File: config.mk
export PLATFORM = sky130hd
export DESIGN_NAME = enc8b10b_tx_framer
export DESIGN_NICKNAME = d
export VERILOG_FILES = /design/src/rtl/enc8b10b_tx_framer.sv
export SDC_FILE = /design/constraint.sdc
export NUM_CORES = 1
export LEC_CHECK = 0
export CORE_UTILIZATION = 51
export CTS_CLUSTER_DIAMETER = 200
export CTS_CLUSTER_SIZE = 14
export DETAILED_ROUTE_END_ITERATION = 8
export GPL_TIMING_DRIVEN = 0
export HOLD_SLACK_MARGIN = 0.15
export PLACE_DENSITY = 0.8
export SLEW_MARGIN = 10
export SYNTH_ARGS = -nofsm -noshare
export SYNTH_HDL_FRONTEND = slang
export SYNTH_SLANG_ARGS = --single-unit
export TNS_END_PERCENT = 30
File: constraint.sdc
create_clock -name clk -period 2.3 [get_ports clk]
set_input_delay 0.345 -clock clk [delete_from_list [all_inputs] [get_ports clk]]
set_output_delay 0.345 -clock clk [all_outputs]
set_load 0.005 [all_outputs]
File: src/rtl/enc8b10b_tx_framer.sv
// Symbol scheduler for the 8b10b encoder input: K28.5 idle commas, and SOF/data/EOF
// framing around byte-stream packets. Running disparity is left to the encoder.
module enc8b10b_tx_framer #(
  parameter int MIN_IDLE = 4,
  parameter int CNT_W    = 16
) (
  input  logic             clk,
  input  logic             rst,
  input  logic             tx_en,
  input  logic             s_valid,
  input  logic [7:0]       s_data,
  input  logic             s_last,
  output logic             s_ready,
  output logic             enc_ein,
  output logic             enc_kin,
  output logic [7:0]       enc_dat,
  output logic             busy,
  output logic [CNT_W-1:0] pkt_cnt,
  output logic [CNT_W-1:0] undr_cnt
);
  localparam logic [7:0] K_COMMA = 8'hBC;
  localparam logic [7:0] K_SOF   = 8'hFB;
  localparam logic [7:0] K_EOF   = 8'hFD;
  localparam logic [7:0] K_FILL  = 8'hF7;
  localparam logic [7:0] GAP     = MIN_IDLE[7:0];

  typedef enum logic [2:0] {S_OFF, S_IDLE, S_SOF, S_DATA, S_EOF} state_t;

  state_t     state;
  logic [7:0] idle_cnt;

  assign s_ready = (state == S_DATA);
  assign busy    = (state == S_SOF) || (state == S_DATA) || (state == S_EOF);

  always_ff @(posedge clk or posedge rst) begin
    if (rst) begin
      state    <= S_OFF;
      idle_cnt <= 8'h00;
      enc_ein  <= 1'b0;
      enc_kin  <= 1'b0;
      enc_dat  <= 8'h00;
      pkt_cnt  <= '0;
      undr_cnt <= '0;
    end else begin
      enc_ein <= 1'b0;
      enc_kin <= 1'b0;
      enc_dat <= 8'h00;
      case (state)
        S_OFF: begin
          if (tx_en) begin
            state    <= S_IDLE;
            idle_cnt <= 8'h00;
          end
        end
        S_IDLE: begin
          enc_kin <= 1'b1;
          enc_dat <= K_COMMA;
          if (idle_cnt != 8'hFF) idle_cnt <= idle_cnt + 8'(1);
          // idle_cnt here is the number of commas already on the wire
          if (!tx_en)                             state <= S_OFF;
          else if (s_valid && (idle_cnt >= GAP))  state <= S_SOF;
        end
        S_SOF: begin
          enc_kin <= 1'b1;
          enc_dat <= K_SOF;
          state   <= S_DATA;
        end
        S_DATA: begin
          if (s_valid) begin
            enc_ein <= 1'b1;
            enc_dat <= s_data;
            if (s_last) state <= S_EOF;
          end else begin
            // underrun: keep the symbol stream continuous with a filler K-code
            enc_kin <= 1'b1;
            enc_dat <= K_FILL;
            if (undr_cnt != '1) undr_cnt <= undr_cnt + CNT_W'(1);
          end
        end
        S_EOF: begin
          enc_kin  <= 1'b1;
          enc_dat  <= K_EOF;
          idle_cnt <= 8'h00;
          if (pkt_cnt != '1) pkt_cnt <= pkt_cnt + CNT_W'(1);
          state    <= tx_en ? S_IDLE : S_OFF;
        end
        default: state <= S_OFF;
      endcase
    end
  end
endmodule
==> impl_metrics.csv <==
group,metric,value,unit
clock_tree,clock_latency,0.30,ns
setup_path,cp_cell_sequence,"or3b_1, clkbuf_4, nand2_1, clkdlybuf4s50_1",
final_layout,synthToLayoutAreaGrowth,29.0,%
final_layout,design_area,3510,µm²
clock_tree,clk_pin_slew,0.09,ns
final_layout,utilization,68.7,%
clock_tree,cts_root_buffer,"clkbuf_8",
logic_synthesis,synth_top_area_share,48.8,%
outcome,status,"finished clean",
logic_synthesis,synthFlopType,"dfrtp_1",
placement,dp_hpwl,4260,µm
die,fp.dieW,75.0,µm
timing,post-route-period-util,96.2,%
clock_tree,cts_tree,"built",
timing,worst_pin_slew,0.573,ns
pwr,p_per_area,919,nW/µm²
pwr,p_leak,1.57,nW
clock_tree,cts_buffer_depth,2,
drt,vias,2329,
drt,maxUsedRoutingLayer,"met4",
timing,hold_viol_final,0,
die,rows,26,
setup_path,cpPeakStageDelay,0.50,ns
logic_synthesis,syn-num-nets,286,
drt,firstDrtPassIters,4,
clock_tree,cts_hold_buf,0,
drt,wl_per_cell,14.2,µm
pwr,p_seq_share,41.4,%
setup_path,arrival,1.87,ns
drt,drc,0,
die,start_util,53.2,%
pwr,power,3.22,mW
pwr,share_clk_of_total_power,19.8,%
drt,first_iter_violations,114,
pwr,intPower,2.14,mW
setup_path,criticalPathCategory,"flop to output port",
logic_synthesis,synth_commonest_cells,"dfrtp_1, xor2_1, nand2_1",
placement,port_buffers,56,
timing,rsz0062_at_grt,"false",
logic_synthesis,synth.distinct_cells,50,
die,die_area,5630,µm²
final_layout,drive_gt1_share,6.89,%
timing,finalSetupViolCount,0,
timing,slew_headroom,61.5,%
setup_path,critPathLaunchType,"flop",
clock_tree,cts.sinks,53,
setup_path,cpMaxStageDelayCell,"clkdlybuf4s50_1",
global_route,grt_max_degree,40,
pwr,p_switching,1.08,mW
drt,avgViaCountPerCell,5.76,
die,io_pins,57,
setup_path,critPathBufInv,2,
setup_path,path_max_fanout,9,
clock_tree,cts_buffers,5,
setup_path,cp_top_family,"buffers and inverters",
pwr,switching_share,33.4,%
final_layout,diodes,0,
setup_path,end_kind,"output port",
drt,met3_length,268,µm
drt,wl_met1,2590,µm
logic_synthesis,ys_seq_area_share,48.8,%
placement,dpl_cell_area,3390,µm²
global_route,grt_pass1_vias,2097,
drt,met2_wirelength,2800,µm
worst_hold_path,worstHoldPathType,"primary input to asynchronous set/reset pin",
clock_tree,cts_setup_buffers,0,
global_route,grt_pass1_wl,9660,µm
pwr,combPwrFrac,38.7,%
timing,tns,0,ns
placement,place_congestion,0.961,
logic_synthesis,yosys.area.top_type,"dfrtp_1",
setup_path,required,1.96,ns
timing,fmax,452,MHz
die,die_h,75.0,µm
job,maxCapViolCount,0,
logic_synthesis,synth_area_leaders,"dfrtp_1, xor2_1, o21ai_0, xnor2_1, nor4_1",
logic_synthesis,synth.avg_cell_area,10.1,µm²
logic_synthesis,yosysWarnings,0,
clock_tree,cts_htree_levels,2,
logic_synthesis,synthCells,269,
die,core,5110,µm²
timing,drv_slew,0,
drt,drt-total-wl,5720,µm
global_route,grt.total_usage,22.6,%
final_layout,nets,350,
drt,ant_nets,0,
logic_synthesis,synth_edf_count,0,
logic_synthesis,yosysMostFrequentCell,"dfrtp_1",
timing,finClkSkew,0.00666,ns
timing,post-route-min-period,2.21,ns
pwr,ir_worst_vdd,0.465,mV
logic_synthesis,syn_area,2720,µm²
global_route,antenna_found_initial,0,
logic_synthesis,synth.ff_latch_count,53,
logic_synthesis,synthArstFlopShare,100,%
global_route,gr-total-overflow,0,
[power by group through the flow]
| stage | Sequential [mW] | Combinational [mW] | Clock [mW] |
|---|---|---|---|
| floorplan | 1.33 | 0.695 | 0 |
| global placement | 1.34 | 1.20 | 0 |
| detailed placement | 1.35 | 1.24 | 0 |
| CTS | 1.33 | 1.25 | 0.656 |
| global route | 1.37 | 1.40 | 0.688 |
| finish | 1.34 | 1.25 | 0.639 |
[through the flow]
| step | std cells | hold slack (ns) | worst slack (ns) |
|---|---|---|---|
| final | 404 | 0.312 | 0.0873 |
| after detailed placement | 396 | 0.485 | 0.0108 |
| after floorplan | 269 | 0.462 | 0.434 |
| after global routing | 404 | 0.330 | 0.00388 |
| after CTS | 404 | 0.315 | 0.0795 |
| after global placement | 395 | 0.476 | -0.280 |
[cell usage in the layout, fill, tap and decap left out, drive strengths merged, types with 7 or more instances in the layout]
| master | netlist | final |
|---|---|---|
| a21oi | 14 | 14 |
| and3 | 7 | 7 |
| clkbuf | 4 | 12 |
| clkdlybuf4s50 | 0 | 56 |
| dfrtp | 53 | 53 |
| inv | 11 | 11 |
| nand2 | 19 | 19 |
| nand3 | 9 | 9 |
| nand4 | 10 | 10 |
| nor2 | 13 | 13 |
| nor3 | 7 | 7 |
| nor4 | 12 | 12 |
| o21ai | 16 | 16 |
| xnor2 | 9 | 9 |
| xor2 | 22 | 22 |
[per-layer routing]
layer	up-vias	track usage [%]
li1	1107	-
met1	1151	30.8
met2	64	37.0
met3	7	4.28
met4	0	6.50
met5	-	0
[final cells by class]
class	instances	area, µm²
buffer	8	38.8
clock buffer	7	86.3
clock inverter	1	30.0
fill	413	1600
inverter	11	41.3
multi-input combinational	197	1320
sequential	53	1330
tap	70	87.6
timing repair buffer	57	581
[timing repair]
item	in CTS	in global routing
gates resized for setup	1	1
endpoints found under the setup margin	1	1
endpoints found under the hold margin	0	0
[sequential cells by signal, indices dropped and copies added (netlist names)]
register / count
state: 3
enc_kin: 1
pkt_cnt: 16
enc_ein: 1
undr_cnt: 16
idle_cnt: 8
enc_dat: 8
[logic make-up (layout without fill, tap and decap cells)]
| kind of cell | Yosys count | after routing | share of synthesized area, % |
|---|---|---|---|
| and+or+nand+nor | 105 | 105 | 23.1 |
| AOI/OAI and AO/OA | 54 | 54 | 12.3 |
| DFF | 53 | 53 | 48.8 |
| xor gates and xnor gates | 31 | 31 | 9.99 |
| buffers and inverters | 19 | 84 | 2.81 |
| adders and majority gates | 4 | 4 | 1.84 |
| muxes | 3 | 3 | 1.20 |
[final timing paths]
kind	start	cells past startpoint	slack, ns	to
min in group clk	undr_cnt[15]	1	0.49	undr_cnt[15]
max reg2reg	pkt_cnt[0]	5	0.21	pkt_cnt[1]
max in group asynchronous	rst	3	1.49	enc_ein
max	state[0]	4	0.09	busy
min reg2reg	undr_cnt[15]	1	0.49	undr_cnt[15]
min	rst	2	0.31	pkt_cnt[14]
No activity file was read; power rests on OpenSTA's default activity.
